[config.mk]
export PLATFORM = sky130hd
export DESIGN_NAME = redirect_ctrl
export DESIGN_NICKNAME = d
export VERILOG_FILES = /design/src/rtl/riscv_ctrl_pkg.sv /design/src/rtl/redirect_prio_arb.sv /design/src/rtl/redirect_ctrl.sv
export SDC_FILE = /design/constraint.sdc
export NUM_CORES = 1
export LEC_CHECK = 0
export ABC_CLOCK_PERIOD_IN_PS = 2300
export BUFFER_PORTS_ARGS = -buffer_cell sky130_fd_sc_hd__buf_2
export CAP_MARGIN = 20
export CORE_MARGIN = 2
export CORE_UTILIZATION = 36
export DETAILED_ROUTE_END_ITERATION = 8
export PLACE_DENSITY = 0.7
export SYNTH_ARGS = -nofsm -noshare
export SYNTH_HDL_FRONTEND = slang
export SYNTH_SLANG_ARGS = --single-unit
[constraint.sdc]
create_clock -name clk -period 2.3 [get_ports clk]
set_input_delay 0.23 -clock clk [delete_from_list [all_inputs] [get_ports clk]]
set_output_delay 0.23 -clock clk [all_outputs]
set_load 0.05 [all_outputs]
[src/rtl/riscv_ctrl_pkg.sv]
// Shared control-path types for the PC redirect sequencer.
package riscv_ctrl_pkg;

   localparam int unsigned DRAIN_CNT_W = 4;

   typedef enum logic [1:0] {
      IDLE,
      ISSUE,
      DRAIN
   } redir_state_t;

   typedef enum logic [1:0] {
      REDIR_SRC_NONE,
      REDIR_SRC_TRAP,
      REDIR_SRC_JMP,
      REDIR_SRC_BR
   } redir_src_t;

endpackage

[src/rtl/redirect_prio_arb.sv]
// Combinational trap > jump > branch selection of the redirect source.
// Flags misaligned jump/branch targets when REDIRECT_MISALIGN_EN is defined.
module redirect_prio_arb
   import riscv_ctrl_pkg::*;
(
   input  logic        jmp_vld,
   input  logic [31:0] jmp_addr,
   input  logic        br_vld,
   input  logic [31:0] br_addr,
   input  logic        trap_vld,
   input  logic [31:0] trap_addr,
   output logic        req_vld,
   output logic [31:0] req_addr,
   output redir_src_t  req_src,
   output logic        misalign
);

   always_comb begin
      req_vld  = 1'b0;
      req_addr = '0;
      req_src  = REDIR_SRC_NONE;
      if (trap_vld) begin
         req_vld  = 1'b1;
         req_addr = trap_addr;
         req_src  = REDIR_SRC_TRAP;
      end else if (jmp_vld) begin
         req_vld  = 1'b1;
         req_addr = jmp_addr;
         req_src  = REDIR_SRC_JMP;
      end else if (br_vld) begin
         req_vld  = 1'b1;
         req_addr = br_addr;
         req_src  = REDIR_SRC_BR;
      end
   end

`ifdef REDIRECT_MISALIGN_EN
   // Trap targets are trusted; only EXE-resolved targets are checked.
   assign misalign = (req_src == REDIR_SRC_JMP || req_src == REDIR_SRC_BR) && req_addr[1];
`else
   assign misalign = 1'b0;
`endif

endmodule

[src/rtl/redirect_ctrl.sv]
// PC redirect sequencer: arbitrates EXE/trap redirects, flushes IF/ID, issues to fetch, drains.
// Optional misaligned-target exception via REDIRECT_MISALIGN_EN.
module redirect_ctrl
   import riscv_ctrl_pkg::*;
#(
   parameter int unsigned DRAIN_CYCLES = 1
) (
   input  logic        clk,
   input  logic        rst_n,
   input  logic        jmp_vld_i,
   input  logic [31:0] jmp_addr_i,
   input  logic        br_vld_i,
   input  logic [31:0] br_addr_i,
   input  logic        trap_vld_i,
   input  logic [31:0] trap_addr_i,
   input  logic        redirect_rdy_i,
   output logic        redirect_vld_o,
   output logic [31:0] redirect_addr_o,
   output logic        flush_if_o,
   output logic        flush_id_o,
   output logic        busy_o,
   output logic        misalign_exc_o,
   output logic [31:0] misalign_addr_o
);

   redir_state_t           state, state_nxt;
   logic [DRAIN_CNT_W-1:0] cnt, cnt_nxt;
   logic [31:0]            addr_q, addr_nxt;
   logic                   accept;
   logic                   req_vld, misalign;
   logic [31:0]            req_addr;
   redir_src_t             req_src;

   redirect_prio_arb u_arb (
      .jmp_vld   (jmp_vld_i),
      .jmp_addr  (jmp_addr_i),
      .br_vld    (br_vld_i),
      .br_addr   (br_addr_i),
      .trap_vld  (trap_vld_i),
      .trap_addr (trap_addr_i),
      .req_vld   (req_vld),
      .req_addr  (req_addr),
      .req_src   (req_src),
      .misalign  (misalign)
   );

   always_ff @(posedge clk or negedge rst_n) begin
      if (!rst_n) begin
         state  <= IDLE;
         cnt    <= '0;
         addr_q <= '0;
      end else begin
         state  <= state_nxt;
         cnt    <= cnt_nxt;
         addr_q <= addr_nxt;
      end
   end

   always_comb begin
      state_nxt = state;
      cnt_nxt   = cnt;
      addr_nxt  = addr_q;
      accept    = 1'b0;
      case (state)
         IDLE: begin
            if (req_vld && !misalign) begin
               accept    = 1'b1;
               addr_nxt  = {req_addr[31:1], 1'b0};
               state_nxt = ISSUE;
            end
         end
         ISSUE: begin
            // A trap outranks a same-cycle fetch acceptance: old target is dropped.
            if (req_src == REDIR_SRC_TRAP) begin
               accept   = 1'b1;
               addr_nxt = {req_addr[31:1], 1'b0};
            end else if (redirect_rdy_i) begin
               cnt_nxt   = DRAIN_CNT_W'(DRAIN_CYCLES);
               state_nxt = DRAIN;
            end
         end
         DRAIN: begin
            if (req_src == REDIR_SRC_TRAP) begin
               accept    = 1'b1;
               addr_nxt  = {req_addr[31:1], 1'b0};
               cnt_nxt   = '0;
               state_nxt = ISSUE;
            end else begin
               cnt_nxt = cnt - DRAIN_CNT_W'(1);
               if (cnt <= DRAIN_CNT_W'(1)) begin
                  state_nxt = IDLE;
               end
            end
         end
         default: state_nxt = IDLE;
      endcase
   end

   assign redirect_vld_o  = (state == ISSUE);
   assign redirect_addr_o = addr_q;
   assign busy_o          = (state != IDLE);
   assign flush_if_o      = accept || (state != IDLE);
   assign flush_id_o      = accept || (state != IDLE);

`ifdef REDIRECT_MISALIGN_EN
   logic        exc_q;
   logic [31:0] maddr_q;
   logic        take_exc;

   assign take_exc = (state == IDLE) && misalign;

   always_ff @(posedge clk or negedge rst_n) begin
      if (!rst_n) begin
         exc_q   <= 1'b0;
         maddr_q <= '0;
      end else begin
         exc_q <= take_exc;
         if (take_exc) begin
            maddr_q <= req_addr;
         end
      end
   end

   assign misalign_exc_o  = exc_q;
   assign misalign_addr_o = maddr_q;
`else
   assign misalign_exc_o  = 1'b0;
   assign misalign_addr_o = '0;
`endif

endmodule

==> flow_metrics.env, run 1 <==
export IMPL_port_buffers=133
export IMPL_cpPeakStageDelay_ns=0.40
export IMPL_powerDensity_nw_per_um2=1500
export IMPL_slew_violations=0
export IMPL_clock_latency_ns=0.28
export IMPL_synth_cells=257
export IMPL_ioPinCount=171
export IMPL_p_sw_share_pct=49.0
export IMPL_end_kind="register"
export IMPL_cts_inserted_buffers=5
export IMPL_antenna_found_initial=0
export IMPL_maxCapViolCount=0
export IMPL_clockRootBuffer="clkbuf_8"
export IMPL_slowest_stage="dfrtp_1"
export IMPL_grtUsageTotal_pct=15.2
export IMPL_fin_area_um2=3310
export IMPL_rows=30
export IMPL_rsz0062_at_grt="false"
export IMPL_dpl_cell_area_um2=3190
export IMPL_critPathRequiredTime_ns=2.47
export IMPL_fin_crit_sh_pct=79.6
export IMPL_switchingPower_mw=2.43
export IMPL_ys_warnings_count=0
export IMPL_ys_ff_latch=37
export IMPL_power_frac_seq_pct=24.0
export IMPL_grt_pass1_vias=2107
export IMPL_status="completed"
export IMPL_setup_viol=0
export IMPL_worst_slew_pin_slew_ns=0.825
export IMPL_criticalPathCategory="reg2reg"
export IMPL_ant_nets=0
export IMPL_crit_family="flip-flops"
export IMPL_vdd_drop_max_v=0.00126
export IMPL_drc=0
export IMPL_syn_to_final_growth_pct=27.8
export IMPL_cts_max_path_buffers=2
export IMPL_drt_iter0_drc=70
export IMPL_dp_hpwl_um=4720
export IMPL_gp_congestion=0.800
export IMPL_hp_class="in2async"
export IMPL_critPathMaxFanout=16
export IMPL_firstDrtPassIters=4
export IMPL_p_clk_share_pct=11.7
export IMPL_synth_area_per_cell_um2=10.1
export IMPL_cp_arrival_ns=2.00
export IMPL_initial_core_util_pct=37.7
export IMPL_die_h_um=88.8
export IMPL_finClkSkew_ns=0.00463
export IMPL_final_setup_tns_ns=0
export IMPL_finalHoldViolCount=0
export IMPL_synth_cell_types=27
export IMPL_p_int_mw=2.53
export IMPL_vias=2253
export IMPL_nets=493
export IMPL_hold_buffers=0
export IMPL_crit_buf_inv=2
export IMPL_antenna_cells=0
export IMPL_drt_wirelength_per_cell_um=12.8
export IMPL_layout_common_cells="133 x buf_2, 37 x inv_1, 37 x dfrtp_1, 34 x conb_1, 33 x a21oi_1"
export IMPL_syn_area_um2=2590
export IMPL_cts_tree="yes"
export IMPL_seq_area_frac_synth_pct=35.8
export IMPL_clock_sinks=37
export IMPL_max_freq_mhz=547
export IMPL_layout_drive_gt1_share_pct=47.7
export IMPL_combinationalPowerShare_pct=64.3
export IMPL_cts_resized=0
export IMPL_slew_headroom_pct=45.0
export IMPL_vias_per_cell=4.67
export IMPL_grt_pass1_wl_um=9430
export IMPL_grt_max_degree=38
export IMPL_clkSlewWorstSetupHoldPaths_ns=0.08
export IMPL_dieArea_um2=7880
export IMPL_core_um2=6870
export IMPL_grt_overflow_total=0
export IMPL_wirelength_um=6180
export IMPL_leakage_nw=1.81
export IMPL_finalCriticalPeriod_ns=1.83
export IMPL_postCtsSetupRepairBufs=0
export IMPL_ctsHtreeMaxLevel=2
export IMPL_critPathLaunchType="register"
export IMPL_final_common_cell="buf_2"
export IMPL_die_x_um=88.8
export IMPL_cp_cell_sequence="inv_1 -> ha_1 -> nor2_1 -> o22a_2 -> buf_4 -> mux2_2"
layout make-up:
type / instances / area [µm²]
Fill cell: 656 / 3560
Multi-Input combinational cell: 164 / 1280
Sequential cell: 37 / 926
Timing Repair Buffer: 140 / 718
Inverter: 37 / 139
Tap cell: 96 / 120
Clock buffer: 6 / 82.6
Clock inverter: 2 / 37.5
Yosys cell counts (all sizes together):
master    n  area (µm²)
buf      48         352
dfrtp    37         926
inv      37         139
a21oi    33         165
mux2     33         484
a221oi   31         272
nor2      7        28.8
ha        6        75.1
nor3      5        25.0
clkbuf    4        15.0
o21ai     3        15.0
nor2b     2        12.5
o2bb2ai   2        17.5
a21o      1        7.51
a31oi     1        6.26
conb      1        3.75
mux2i     1        10.0
nand2     1        3.75
nand2b    1        6.26
o211ai    1        7.51
o22a      1        10.0
or3       1        6.26
worst paths after layout:
| path | startpoint | to | slack, ns | cells past startpoint |
|---|---|---|---|---|
| max reg2reg | state[0]$_DFFE_PN0P_ | redirect_addr_o[3]$_DFFE_PN0P_ | 0.47 | 6 |
| min reg2reg | redirect_addr_o[3]$_DFFE_PN0P_ | redirect_addr_o[3]$_DFFE_PN0P_ | 0.51 | 1 |
| max | state[0]$_DFFE_PN0P_ | redirect_addr_o[3]$_DFFE_PN0P_ | 0.47 | 6 |
| max in group asynchronous | rst_n | redirect_addr_o[10]$_DFFE_PN0P_ | 1.74 | 1 |
| min | rst_n | redirect_addr_o[2]$_DFFE_PN0P_ | 0.04 | 1 |
| min in group clk | trap_addr_i[29] | redirect_addr_o[29]$_DFFE_PN0P_ | 0.35 | 4 |
per-layer routing:
| layer | routed length (µm) | global-route usage, % |
|---|---|---|
| met1 | 2610 | 18.0 |
| met3 | 401 | 3.08 |
| met2 | 3150 | 28.2 |
| met4 | 14 | 3.31 |
| met5 | 0 | 0 |
kinds of logic (layout without fill, tap and decap cells):
kind of cell | count (synthesis) | count (layout) | synth area share (%)
and+or+nand+nor | 17 | 17 | 3.19
other | 1 | 34 | 0.145
adders and majority gates | 6 | 6 | 2.90
muxes | 34 | 34 | 19.1
buffers and inverters | 89 | 185 | 19.5
DFF | 37 | 37 | 35.8
AOI/OAI and AO/OA | 73 | 73 | 19.3
metrics by stage:
stage | setup WS, ns | cells | power, mW | hold slack (ns) | util [%]
global route | 0.367 | 482 | 5.25 | 0.107 | 48.1
CTS | 0.464 | 482 | 5.02 | 0.0622 | 48.1
detailed placement | 0.477 | 474 | 4.41 | 0.379 | 46.4
finish | 0.470 | 482 | 4.96 | 0.0401 | 48.1
global placement | 0.530 | 474 | 4.34 | 0.375 | 46.4
floorplan | 0.379 | 290 | 3.87 | -0.0656 | -
flip-flops by register name, indices dropped and copies added, names as in the netlist:
name and count:
redirect_addr_o 31, cnt 4, state 2
power groups by stage:
stage | clock network, mW | registers [mW] | logic (mW)
after global placement | 0 | 1.19 | 3.16
after detailed placement | 0 | 1.19 | 3.22
final | 0.582 | 1.19 | 3.19
after floorplan | 0 | 2.17 | 1.70
after global routing | 0.636 | 1.24 | 3.37
after CTS | 0.611 | 1.19 | 3.21
Power figures use the tool's default switching activity.
==> inputs of run 2 (changes only) <==
--- a/config.mk
+++ b/config.mk
@@ -5,13 +5,14 @@
 export SDC_FILE = /design/constraint.sdc
 export NUM_CORES = 1
 export LEC_CHECK = 0
-export ABC_CLOCK_PERIOD_IN_PS = 2300
+export ABC_AREA = 1
+export ABC_CLOCK_PERIOD_IN_PS = 1700
 export BUFFER_PORTS_ARGS = -buffer_cell sky130_fd_sc_hd__buf_2
 export CAP_MARGIN = 20
 export CORE_MARGIN = 2
 export CORE_UTILIZATION = 36
 export DETAILED_ROUTE_END_ITERATION = 8
-export PLACE_DENSITY = 0.7
+export PLACE_DENSITY = 0.69
 export SYNTH_ARGS = -nofsm -noshare
 export SYNTH_HDL_FRONTEND = slang
 export SYNTH_SLANG_ARGS = --single-unit
==> constraint.sdc (replaced) <==
create_clock -name clk -period 1.7 [get_ports clk]
set_input_delay 0.17 -clock clk [delete_from_list [all_inputs] [get_ports clk]]
set_output_delay 0.17 -clock clk [all_outputs]
set_load 0.05 [all_outputs]
==> run 2 against run 1 <==
Against the previous run: via count increased by 24%; clock skew increased by 0.00061 ns; non-clock buffer count increased by 8; clock-buffer cell count increased by 1; cell count increased by 26%; worst setup slack got worse by 0.38 ns; total power increased by 44%; critical path type is now reg2out; critical endpoint is now flush_id_o; largest cell class unchanged; highest routed layer unchanged.
==> flow_metrics.env, run 2 <==
export IMPL_yosysMostFrequentCell="nand2_1"
export IMPL_hp_class="in2reg"
export IMPL_grt_overflow_total=0
export IMPL_critPathLaunchType="register"
export IMPL_clock_sinks=37
export IMPL_ant_nets=0
export IMPL_die_h_um=92.9
export IMPL_finalHoldViolCount=0
export IMPL_cts_max_path_buffers=2
export IMPL_clockRootBuffer="clkbuf_8"
export IMPL_end_kind="primary output"
export IMPL_syn_area_um2=2840
export IMPL_synth_top_area_cell="dfrtp_1"
export IMPL_dp_hpwl_um=5580
export IMPL_cts_inserted_buffers=5
export IMPL_cts_tree="yes"
export IMPL_finClkSkew_ns=0.00524
export IMPL_synth_common_cells="114 x nand2_1, 37 x buf_4, 37 x dfrtp_1, 34 x a21oi_1, 33 x nand3_1"
export IMPL_maxCapViolCount=0
export IMPL_syn_to_final_growth_pct=26.7
export IMPL_synthArstFlopShare_pct=100
export IMPL_clock_latency_ns=0.28
export IMPL_placedCellCount=597
export IMPL_gp_congestion=0.739
export IMPL_wirelength_um=7490
export IMPL_ys_warnings_count=0
export IMPL_fin_area_um2=3600
export IMPL_post_place_ws_ns=0.0194
export IMPL_yosys_top_cells_area="dfrtp_1 33%, nand2_1 15%, buf_4 9.8%"
export IMPL_ys_ff_latch=37
export IMPL_criticalPathCategory="reg2out"
export IMPL_nets=613
export IMPL_ioPinCount=171
export IMPL_grt_pass1_vias=2600
export IMPL_vias_per_cell=4.61
export IMPL_rows=32
export IMPL_initial_core_util_pct=37.0
export IMPL_max_freq_mhz=619
export IMPL_layout_common_cells="131 x buf_2, 114 x nand2_1, 37 x dfrtp_1, 34 x conb_1"
export IMPL_grt_max_degree=42
export IMPL_seq_area_frac_synth_pct=32.6
export IMPL_vdd_drop_max_v=0.00121
export IMPL_dieArea_um2=8620
export IMPL_final_setup_tns_ns=0
export IMPL_critPathRequiredTime_ns=1.53
export IMPL_core_um2=7690
export IMPL_synth_cells=375
export IMPL_rsz0062_at_grt="false"
export IMPL_firstDrtPassIters=4
export IMPL_drt_iter0_drc=87
export IMPL_fillers=834
export IMPL_powerDensity_nw_per_um2=1980
export IMPL_drc=0
export IMPL_critPathMaxFanout=3
export IMPL_finalWorstSetupSlack_ns=0.0855
export IMPL_synth_edf_count=0
export IMPL_largest_reg_flops=31
export IMPL_cp_arrival_ns=1.44
export IMPL_vias=2802
export IMPL_rrSetupSlack_ns=0.16
export IMPL_antenna_found_initial=0
export IMPL_synth_ff_type="dfrtp_1"
export IMPL_final_common_cell="buf_2"
export IMPL_fin_crit_sh_pct=95.0
export IMPL_antenna_cells=0
export IMPL_clkSlewWorstSetupHoldPaths_ns=0.08
export IMPL_drt_wirelength_per_cell_um=12.3
export IMPL_port_buffers=133
export IMPL_leakage_nw=1.91
export IMPL_die_x_um=92.9
export IMPL_dpl_cell_area_um2=3420
export IMPL_fin_cells=608
export IMPL_finalCriticalPeriod_ns=1.61
export IMPL_status="completed"
export IMPL_ctsHtreeMaxLevel=2
export IMPL_grtUsageTotal_pct=17.2
export IMPL_setup_viol=0
export IMPL_slew_violations=0
export IMPL_synth_cell_types=23
export IMPL_yosys_area_top_type_share_pct=32.6
export IMPL_grt_pass1_wl_um=12000
export IMPL_synth_area_per_cell_um2=7.58
export IMPL_p_total_mw=7.14
export IMPL_layout_drive_gt1_share_pct=39.3
==> run 2: cell count changes after synthesis, sizes merged, moves of 2 or more <==
cell | previous run | this run
nand2 | 1 | 115
o21ai | 3 | 39
nand3 | 0 | 35
mux2 | 33 | 0
a221oi | 31 | 0
or2 | 0 | 31
inv | 37 | 11
buf | 48 | 55
nor3 | 5 | 0
nor2b | 2 | 0
o2bb2ai | 2 | 0
==> run 2: critical path, cell delays in order, from the launching register on <==
cell	delay [ns]
dfrtp_1	0.39
buf_4	0.15
ha_1	0.24
a21oi_4	0.17
buf_4	0.21
==> run 2: timing repair <==
| item | CTS | global route |
|---|---|---|
| hold buffers | 1 | 0 |
| setup buffers | 1 | 1 |
| resized for setup | 6 | 5 |
| setup endpoints to repair | 2 | 31 |
| hold endpoints to repair | 17 | 0 |
==> run 2: power by group <==
| part | internal, mW | switching [mW] | total [mW] |
|---|---|---|---|
| logic | 1.41 | 3.35 | 4.76 |
| clock network | 0.479 | 0.320 | 0.798 |
| registers | 1.34 | 0.244 | 1.58 |
==> run 2: final timing paths <==
kind | from | to | cells past startpoint
setup / recovery | state[0]$_DFFE_PN0P_ | flush_id_o | 4
hold / removal | br_addr_i[22] | redirect_addr_o[22]$_DFFE_PN0P_ | 3
setup reg to reg | state[1]$_DFFE_PN0P_ | redirect_addr_o[25]$_DFFE_PN0P_ | 6
hold reg to reg | redirect_addr_o[1]$_DFFE_PN0P_ | redirect_addr_o[1]$_DFFE_PN0P_ | 2
max in group asynchronous | rst_n | redirect_addr_o[28]$_DFFE_PN0P_ | 3
min in group asynchronous | rst_n | cnt[1]$_DFFE_PN0P_ | 2
==> run 2: area by class of cell <==
type	count	area [µm²]	area share, %
tap	102	128	3.54
clock inverter	1	30.0	0.834
timing repair buffer	148	802	22.3
clock buffer	7	86.3	2.40
sequential	37	926	25.7
inverter	11	41.3	1.15
multi-input combinational	302	1590	44.1
==> run 2: metal layers <==
layer  track usage, %  share of wire (%)  vias up
met4             4.66                1.5        0
met1             20.6                 42     1287
met3             3.25                6.9       12
met2             31.3                 50      108
li1                 -                  -     1395
met5                0                  0        -
==> run 2: per-stage QoR <==
step	utilization, %	hold slack, ns
4_1_cts	46.6	0.151
3_3_place_gp	44.5	0.148
6_report	46.8	0.166
3_5_place_dp	44.5	0.158
2_1_floorplan	-	-0.126
5_1_grt	46.8	0.164
==> run 2: logic make-up (layout without fill, tap and decap cells) <==
logic type	after synthesis	in the layout	synth area share, %
other	1	34	0.132
buffers and inverters	69	167	17.3
AOI/OAI and AO/OA	73	73	17.2
adders and majority gates	6	6	2.64
and+or+nand+nor	188	188	29.8
xor gates and xnor gates	1	1	0.308
DFF	37	37	32.6
